==> config.mk <==
export PLATFORM = sky130hd
export DESIGN_NAME = tri_feed_queue
export DESIGN_NICKNAME = d
export VERILOG_FILES = /design/src/rtl/tri_feed_queue.sv
export SDC_FILE = /design/constraint.sdc
export NUM_CORES = 1
export LEC_CHECK = 0
export ABC_AREA = 1
export CAP_MARGIN = 25
export CORE_MARGIN = 1.5
export CORE_UTILIZATION = 55
export DETAILED_ROUTE_END_ITERATION = 10
export PLACE_DENSITY = 0.8
export SLEW_MARGIN = 10
export SYNTH_ARGS = -nofsm -noshare
export SYNTH_HDL_FRONTEND = slang
export SYNTH_SLANG_ARGS = --single-unit
export TNS_END_PERCENT = 50
==> constraint.sdc <==
create_clock -name clk -period 19.75 [get_ports clk]
set_input_delay 2.9625 -clock clk [delete_from_list [all_inputs] [get_ports clk]]
set_output_delay 2.9625 -clock clk [all_outputs]
set_load 0.03 [all_outputs]
==> src/rtl/tri_feed_queue.sv <==
// tri_feed_queue: triangle FIFO feeding the rasterizer R10 inputs.
// Producer side: in_valid_H/in_ready_H. A push happens on a rising edge with
// in_valid_H=1 and in_ready_H=1. Rasterizer side: validTri_R10H/halt_RnnnnL.
// A pop happens on a rising edge with validTri_R10H=1 and halt_RnnnnL=1.
// Once valid is high, the head data is held until it is popped. All outputs
// come from registered state only.
module tri_feed_queue #(
    parameter int SIGFIG = 24,
    parameter int VERTS  = 3,
    parameter int AXIS   = 3,
    parameter int COLORS = 3,
    parameter int DEPTH  = 4,
    parameter int CNTW   = 16
) (
    input  logic                              clk,
    input  logic                              rst,
    input  logic signed [SIGFIG-1:0]          in_tri_S   [VERTS][AXIS],
    input  logic        [SIGFIG-1:0]          in_color_U [COLORS],
    input  logic                              in_valid_H,
    output logic                              in_ready_H,
    input  logic                              flush_H,
    output logic signed [SIGFIG-1:0]          tri_R10S   [VERTS][AXIS],
    output logic        [SIGFIG-1:0]          color_R10U [COLORS],
    output logic                              validTri_R10H,
    input  logic                              halt_RnnnnL,
    output logic [$clog2(DEPTH+1)-1:0]        count_U,
    output logic [CNTW-1:0]                   issued_U
);

    localparam int PW = $clog2(DEPTH);
    localparam int CW = $clog2(DEPTH+1);
    localparam int TW = VERTS*AXIS*SIGFIG;
    localparam int KW = COLORS*SIGFIG;

    // Entries are stored flattened. Vertex v, axis a sits at slice
    // (v*AXIS+a)*SIGFIG. Color c sits at slice c*SIGFIG.
    logic [TW-1:0] tri_mem   [DEPTH];
    logic [KW-1:0] color_mem [DEPTH];

    logic [PW-1:0] wr_ptr;
    logic [PW-1:0] rd_ptr;
    logic [TW-1:0] in_tri_flat;
    logic [KW-1:0] in_color_flat;
    logic [TW-1:0] head_tri;
    logic [KW-1:0] head_color;
    logic          push;
    logic          pop;

    // Handshakes use only registered occupancy. A full queue therefore
    // refuses a push even if the head is popped on the same edge.
    assign validTri_R10H = (count_U != '0);
    assign in_ready_H    = (count_U != CW'(DEPTH));
    assign push          = in_valid_H & in_ready_H & ~flush_H;
    assign pop           = validTri_R10H & halt_RnnnnL & ~flush_H;

    // Flatten the producer triangle and color into storage words.
    always_comb begin
        in_tri_flat   = '0;
        in_color_flat = '0;
        for (int v = 0; v < VERTS; v++)
            for (int a = 0; a < AXIS; a++)
                in_tri_flat[(v*AXIS+a)*SIGFIG +: SIGFIG] = in_tri_S[v][a];
        for (int c = 0; c < COLORS; c++)
            in_color_flat[c*SIGFIG +: SIGFIG] = in_color_U[c];
    end

    // Storage write. Reset does not clear storage because the pointers
    // already mask stale entries.
    always_ff @(posedge clk) begin
        if (push) begin
            tri_mem[wr_ptr]   <= in_tri_flat;
            color_mem[wr_ptr] <= in_color_flat;
        end
    end

    // Pointers, occupancy and issue counter.
    // A flush discards any push or pop on the same edge.
    always_ff @(posedge clk or negedge rst) begin
        if (!rst) begin
            wr_ptr   <= '0;
            rd_ptr   <= '0;
            count_U  <= '0;
            issued_U <= '0;
        end else if (flush_H) begin
            wr_ptr  <= '0;
            rd_ptr  <= '0;
            count_U <= '0;
        end else begin
            if (push) wr_ptr <= wr_ptr + PW'(1);
            if (pop) begin
                rd_ptr   <= rd_ptr + PW'(1);
                issued_U <= issued_U + CNTW'(1);
            end
            case ({push, pop})
                2'b10:   count_U <= count_U + CW'(1);
                2'b01:   count_U <= count_U - CW'(1);
                default: count_U <= count_U;
            endcase
        end
    end

    // Present the head entry. When the queue is empty, present zero.
    always_comb begin
        head_tri   = validTri_R10H ? tri_mem[rd_ptr]   : '0;
        head_color = validTri_R10H ? color_mem[rd_ptr] : '0;
        for (int v = 0; v < VERTS; v++)
            for (int a = 0; a < AXIS; a++)
                tri_R10S[v][a] = head_tri[(v*AXIS+a)*SIGFIG +: SIGFIG];
        for (int c = 0; c < COLORS; c++)
            color_R10U[c] = head_color[c*SIGFIG +: SIGFIG];
    end

endmodule

Word-level counts from Yosys, hierarchy flattened
Memories as Yosys holds them, arrays and structs flattened.
Cells that the tools add are included.
{"block": "totals", "ff_bits": 23, "ram_bits": 1152, "in_bits": 293, "output_inout_bits": 309, "wordCells": 34, "mem_count": 2}
{"block": "classes", "add_sub_neg": 5, "n_eq_ne": 3, "muxes": 10, "n_bitwise": 5, "n_reduce_logical": 5}
{"memory": "tri_mem", "depth": 4, "width": 216, "rd": 1, "rd_ports_with_merged_regs": 0, "write_ports": 1, "line": "37", "rtl": "logic [TW-1:0] tri_mem [DEPTH];"}
{"memory": "color_mem", "depth": 4, "width": 72, "rd": 1, "rd_ports_with_merged_regs": 0, "write_ports": 1, "line": "38", "rtl": "logic [KW-1:0] color_mem [DEPTH];"}
{"operator": "216-bit 2-to-1 mux", "n": 1}
{"operator": "72-bit 2-to-1 mux", "n": 1}
{"operator": "16-bit by 1-bit adder with 16-bit output (second input constant)", "n": 1}
{"operator": "2-bit 2-to-1 mux", "n": 4}
{"operator": "3-bit case mux with 2 select lines", "n": 1}
{"operator": "3-bit nonzero test", "n": 2}
{"operator": "2-bit by 1-bit adder with 2-bit output (second input constant)", "n": 2}
{"operator": "1-bit AND", "n": 4}
{"operator": "2-bit nonzero test", "n": 2}
{"operator": "3-bit by 1-bit adder with 3-bit output (second input constant)", "n": 1}
{"operator": "3-bit 2-to-1 mux", "n": 1}
{"operator": "3-bit inequality test (second input constant)", "n": 1}
{"operator": "3-bit by 1-bit subtractor with 3-bit output (second input constant)", "n": 1}
{"operator": "2-bit by 1-bit equality test with 1-bit output (second input constant)", "n": 1}
{"operator": "2-bit equality test (second input constant)", "n": 1}
{"operator": "1-bit 2-to-1 mux", "n": 2}
{"operator": "2-bit AND reduction", "n": 1}
{"operator": "1-bit NOT", "n": 1}

Longest topological paths before layout
Gate-level depths: netlist (run 1).
{"block": "logic_depth", "word_depth": 6, "mapped_depth": 12, "ltp_nobuf": 12}

Worst setup path before layout (run 1)
No wires, ideal clock.
{"block": "synth_timing", "path_kind": "input port to flip-flop", "startpoint": "in in_valid_H", "endpoint": "mem color_mem[0][0] (netlist bit) (enable)", "setup_ns": 0.942, "t_arrival_ns": 15.233, "required_time_ns": 18.808, "setup_slack_ns": 3.575, "path_stages": 4, "path_buffers": 0, "path_cell_list": "nand2_1 nor2_1 inv_1 nor2_1"}
{"block": "synth_between", "elab_chain_len": 4}
{"item": "start, declared", "line": "19", "rtl": "input logic in_valid_H,"}
{"item": "1-bit AND (2 in series)", "line": "53", "rtl": "assign push = in_valid_H & in_ready_H & ~flush_H;"}
{"item": "1-bit 2-to-1 mux", "line": "70", "rtl": "if (push) begin"}
{"item": "1-bit 2-to-1 mux (not written as such)", "line": "72", "rtl": "color_mem[wr_ptr] <= in_color_flat;"}
{"item": "end, declared", "line": "38"}
No other way between the ends.

==> impl_metrics.csv, run 1 <==
group,metric,value,unit
global_route,first_global_vias,28540,
synthesis,synth-seq-cells,1175,
outcome,status,"finished, final reports clean",
worst_setup_path,worstSetupPathType,"reg2out",
synthesis,ys_seq_area_frac,0.7709,
clock_network,cts_tree,"yes",
worst_setup_path,crit_fanout,255,
placed_design,dpl.hpwl,61350,um
sta,rsz0062_at_grt,"no",
clock_network,hold_buffers,0,
die,initial_core_util,0.5556,
drt,wire_per_inst,20.88,um
drt,first_pass_iters,6,
die,core.rowCount,105,
sta,period_minus_slack,7692,ps
placed_design,gp_congestion,0.8320,
synthesis,synth_top_area_share,0.7583,
global_route,grt_pass1_wl,166100,um
global_route,grt_max_degree,256,
sta,slew_headroom,0.09570,
placed_design,portBuffers,601,
placed_design,pre_cts_ws,12350,ps
worst_setup_path,r2r_setup_slack,15610,ps
sta,finalSetupTns,0,ps
clock_network,post-cts-setup-buffers,0,
worst_setup_path,worst-endpoint-required,16790,ps
worst_setup_path,worstReg2RegStart,"count_U[0]",
layout,final_cell_area,0.05614,mm^2
clock_network,cts-buffers-inserted,112,
drt,viasPerCell,5.563,
sta,skew,40.78,ps
clock_network,cts_buffer_depth,3,
layout,area_growth,23.07,%
drt,final_antenna_net_count,0,
die,fp.coreArea,0.08211,mm^2
die,die_w,291,um
worst_setup_path,timing.rr.end,"tri_mem[1][80]",
sta,setup_ws,12060,ps
synthesis,yosysUniqueCellTypes,23,
sta,worst_pin_slew,1356,ps
sta,hold_viol,0,
min_path,hold_class,"reg2reg",
synthesis,synthCells,3581,
global_route,grt_use_total,0.2542,
worst_setup_path,worstSetupStartpointType,"register",
sta,finalSetupViolCount,0,
power_and_ir_drop,power,0.007984,W
drt,drt_iter0_markers,2635,
synthesis,ys_warn_count,0,
die,die_y,291,um
clock_network,clock_sinks,1175,
synthesis,netlist_area,0.04562,mm^2
die,die-area,0.08468,mm^2
power_and_ir_drop,pwr_density_cell,142.2,mW/mm^2
synthesis,syn_area_per_cell,12.74,um^2
layout,drive_above_1_share,0.04785,
placed_design,placed_cell_area,0.05236,mm^2
die,num_io_pins,602,
clock_network,htree_levels,3,
worst_setup_path,worstSetupStartpoint,"rd_ptr[0]",
synthesis,netlist_top_cells_area,"edfxtp_1 76%, nor2_1 9.7%, o21ai_0 5.6%",
power_and_ir_drop,leakage,18.79,nW
worst_setup_path,cp.arrival,4730,ps
synthesis,synth_top_area_cell,"edfxtp_1",
clock_network,clkLatencyLatePin,690,ps
drt,drc,0,
sta,slew_viol_final,0,
min_path,hold_path.startpoint,"issued_U[3]",
drt,routed_wl,110400,um
synthesis,synth_fp_nets,3880,
worst_setup_path,end_kind,"primary output",
layout,nets,4410,
clock_network,clock-root-buffer,"clkbuf_16",
clock_network,cts_resized,0,
worst_setup_path,critPathCapture,"tri_R10S[63]",
power_and_ir_drop,ir_worst_vdd,0.1203,mV
global_route,antenna_found_initial,21,
sta,clock.fmax,130.0,MHz
sta,fin_crit_sh,0.3895,
flow_run,max-cap-violations,0,
drt,vias,29410,
global_route,gr-total-overflow,0,
clock_network,clkSlewWorstSetupHoldPaths,70,ps
worst_setup_path,reg2regPathDepth,9,
## through the flow
step	util	cells	hold slack [ps]
final	0.6837	5287	525.4
after global routing	0.6837	5285	555.0
after CTS	0.6816	5266	528.7
after detailed placement	0.6377	5062	514.7
after global placement	0.6370	5060	508.8
after floorplan	-	3581	579.6
## critical path, cell delays in order, from the launching register on
cell and delay (ps):
dfrtp_4 590, inv_8 200, buf_16 510, buf_12 760, buf_4 360, buf_16 340, o21ai_0 140, a21oi_1 180
clkdlybuf4s50_1 820
## final cells by class
| cell class | instances | area [um^2] |
|---|---|---|
| diodes | 16 | 40.04 |
| clock buffers | 138 | 2984 |
| clock inverters | 66 | 618.1 |
| fillers | 5392 | 25970 |
| inverters | 32 | 142.6 |
| multi-input cells | 2151 | 9339 |
| flip-flops and latches | 1175 | 35180 |
| well taps | 1070 | 1339 |
| repair buffers | 639 | 6504 |
## layout by cell type (no fill, tap or decap), drive strengths merged, types with 2 or more instances in the layout
| cell | netlist | routed |
|---|---|---|
| nor2 | 1173 | 1173 |
| nor3 | 6 | 6 |
| clkdlybuf4s50 | 0 | 601 |
| edfxtp | 1152 | 1152 |
| nand2 | 67 | 67 |
| nand4 | 4 | 4 |
| nand3 | 10 | 10 |
| ha | 5 | 5 |
| a21oi | 290 | 290 |
| clkinvlp | 0 | 4 |
| bufinv | 0 | 8 |
| clkinv | 0 | 52 |
| xnor2 | 2 | 2 |
| o21ai | 586 | 586 |
| clkbuf | 91 | 138 |
| diode | 0 | 16 |
| buf | 132 | 38 |
| xor2 | 6 | 6 |
| dfrtp | 23 | 23 |
| inv | 32 | 34 |
## registers in the layout (all words and copies together), names as in the netlist
register	flops
tri_mem	864
color_mem	288
issued_U	16
count_U	3
rd_ptr	2
wr_ptr	2
## routing by layer
metal,wire [um],GRT usage,part of all wire
met2,55810,0.4262,0.51
met3,9873,0.06017,0.089
met1,40890,0.3218,0.37
met4,3728,0.09999,0.034
met5,82,0,0.00074
## cells by family after synthesis
| kind of cell | count (synthesis) | share of synthesized area |
|---|---|---|
| XOR/XNOR | 8 | 0.001536 |
| buffers and inverters | 255 | 0.02501 |
| AND/OR/NAND/NOR | 1260 | 0.1044 |
| adder cells (fa/ha/maj) | 6 | 0.001810 |
| flip-flops | 1175 | 0.7709 |
| AO/OA/AOI/OAI | 877 | 0.09627 |
## cells in the mapped netlist
cell type	instances
ha_1	5
nand2_1	67
inv_1	30
o21ai_1	78
xnor2_1	2
xor2_1	6
buf_6	1
dfrtp_1	23
buf_4	12
fa_1	1
nand4_1	4
buf_2	105
o21ai_0	508
nand3_1	9
a21boi_0	1
inv_2	2
nor3_1	6
nand3_2	1
a21oi_1	290
nor2_1	1173
clkbuf_1	91
buf_1	14
edfxtp_1	1152
## power by group
group	internal (W)	switching, W	total [W]
registers	0.00289	0.0000534	0.00295
logic	0.000987	0.00198	0.00297
clock network	0.00118	0.000892	0.00207
## how the worst min path moves through the flow
stage | endpoint | slack (ps) | depth (start not counted)
detailed placement | issued_U[3] | 510 | 1
CTS | issued_U[3] | 530 | 1
global route | issued_U[3] | 550 | 1
global placement | issued_U[3] | 510 | 1
finish | issued_U[3] | 530 | 1
floorplan | wr_ptr[1] | 580 | 2
Note: power is estimated with default switching activity, not from simulation.
==> run 2: changes to the inputs <==
clock period = 7.3 ns   (was 19.75 ns; I/O delays follow)
==> impl_metrics.csv, run 2 (synthesis results as in run 1) <==
group,metric,value,unit
min_path,hold_class,"reg2reg",
placed_design,placed_cell_area,0.05248,mm^2
layout,reg_top3,"tri_mem x864, color_mem x288, issued_U x16",
clock_network,htree_levels,3,
power_and_ir_drop,internal_power,0.01395,W
power_and_ir_drop,leakage,18.90,nW
clock_network,cts_buffer_depth,3,
clock_network,clock-root-buffer,"clkbuf_16",
drt,final_antenna_net_count,0,
power_and_ir_drop,power_frac_comb,0.367,
global_route,grt_max_degree,210,
die,fp.coreArea,0.08211,mm^2
sta,slew_headroom,0.2734,
global_route,grt_use_total,0.2587,
clock_network,post-cts-setup-buffers,0,
worst_setup_path,worstSetupStartpointType,"register",
layout,stdcell_count,5301,
power_and_ir_drop,pwr-share-clk,0.270,
worst_setup_path,cp.arrival,4460,ps
flow_run,max-cap-violations,0,
drt,first_pass_iters,7,
placed_design,gp_congestion,0.8782,
min_path,min_delay_worst_endpoint,"issued_U[11]",
drt,drt_iter0_markers,2719,
outcome,status,"finished, final reports clean",
layout,largest_reg_flops,864,
global_route,first_global_vias,29160,
clock_network,clock_sinks,1175,
power_and_ir_drop,ir_worst_vdd,0.3221,mV
drt,drc,0,
placed_design,portBuffers,601,
min_path,holdPathStages,2,
power_and_ir_drop,pwr_density_cell,390.0,mW/mm^2
placed_design,pre_cts_ws,2471,ps
layout,area_growth,23.64,%
global_route,antenna_found_initial,32,
die,initial_core_util,0.5556,
worst_setup_path,reg2regPathDepth,7,
die,die-area,0.08468,mm^2
placed_design,dpl.hpwl,62720,um
worst_setup_path,timing.rr.end,"tri_mem[1][28]",
sta,slew_viol_final,0,
worst_setup_path,worstReg2RegStart,"count_U[0]",
drt,wire_per_inst,21.11,um
layout,largest_register,"tri_mem",
global_route,gr-total-overflow,0,
clock_network,clkSlewWorstSetupHoldPaths,60,ps
sta,setup_ws,1747,ps
clock_network,cts-buffers-inserted,114,
power_and_ir_drop,swShare,0.3657,
sta,skew,36.41,ps
global_route,grt_pass1_wl,169400,um
drt,viasPerCell,5.637,
drt,vias,29880,
die,num_io_pins,602,
layout,drive_above_1_share,0.05132,
sta,clock.fmax,180.1,MHz
worst_setup_path,crit_fanout,83,
worst_setup_path,r2r_setup_slack,4320,ps
power_and_ir_drop,p_sw,0.008045,W
min_path,hold_path.startpoint,"issued_U[11]",
die,die_w,291,um
sta,hold_viol,0,
worst_setup_path,worst-endpoint-required,6200,ps
drt,routed_wl,111900,um
worst_setup_path,end_kind,"primary output",
die,core.rowCount,105,
worst_setup_path,worstSetupPathType,"reg2out",
layout,final_cell_mix,"1169 x nor2_1, 1152 x edfxtp_1, 601 x clkdlybuf4s50_1, 508 x o21ai_0, 290 x a21oi_1",
sta,rsz0062_at_grt,"no",
sta,fin_crit_sh,0.7607,
clock_network,cts_resized,0,
power_and_ir_drop,seqPwrFrac,0.363,
die,die_y,291,um
sta,period_minus_slack,5553,ps
clock_network,cts_tree,"yes",
layout,final_cell_area,0.05640,mm^2
clock_network,clkLatencyLatePin,680,ps
sta,finalSetupViolCount,0,
layout,layout_commonest_cell,"nor2_1",
layout,nets,4409,
sta,worst_pin_slew,1090,ps
clock_network,hold_buffers,0,
placed_design,placed_cells,5063,
==> run 2: worst max-delay path, stage by stage (launching register included) <==
cell and delay (ps):
dfrtp_4 740, buf_4 800, buf_4 800, nor2_1 140
nor2_1 140, o21ai_0 140, a21oi_1 180, clkdlybuf4s50_1 740
==> run 2: final cells by class <==
class / instances / area (um^2)
inverter: 32 / 142.6
timing repair buffer: 636 / 6506
sequential: 1175 / 35180
fill: 5291 / 25710
antenna: 22 / 55.05
tap: 1070 / 1339
clock inverter: 69 / 789.5
multi-input combinational: 2151 / 9339
clock buffer: 146 / 3054
==> run 2: how the worst max path moves through the flow <==
stage               start  slack [ps]         endpoint  cells after the start
5_1_grt         rd_ptr[0]        1540     tri_R10S[66]                      7
3_3_place_gp    rd_ptr[0]        2490     tri_R10S[66]                      7
3_5_place_dp    rd_ptr[0]        2470     tri_R10S[66]                      7
6_report        rd_ptr[0]        1750     tri_R10S[10]                      7
4_1_cts         rd_ptr[0]        1720     tri_R10S[66]                      7
2_1_floorplan  in_valid_H       -2150  color_mem[0][0]                      4
==> run 2: per-stage QoR <==
stage	utilization	hold WS, ps	TNS, ps	total power, W
after floorplan	-	579.6	-2473830	0.01284
after global placement	0.6388	507.5	0	0.01600
after detailed placement	0.6391	536.8	0	0.01611
after CTS	0.6859	551.6	0	0.02206
after global routing	0.6868	572.7	0	0.02281
final	0.6869	555.5	0	0.02200
==> run 2: per-layer routing <==
layer / GRT usage / vias up / routed length, um
li1: - / 13800 / -
met1: 0.3140 / 14540 / 40700
met2: 0.4346 / 1269 / 56110
met3: 0.06956 / 251 / 10250
met4: 0.1168 / 24 / 4709
met5: 0 / - / 153
==> run 2: power by group through the flow <==
| stage | Sequential [W] | Clock [W] | Combinational, W |
|---|---|---|---|
| 2_1_floorplan | 0.00820 | 0 | 0.00463 |
| 3_5_place_dp | 0.00812 | 0 | 0.00799 |
| 6_report | 0.00798 | 0.00595 | 0.00806 |
| 4_1_cts | 0.00798 | 0.00602 | 0.00806 |
| 5_1_grt | 0.00800 | 0.00629 | 0.00852 |
| 3_3_place_gp | 0.00811 | 0 | 0.00790 |
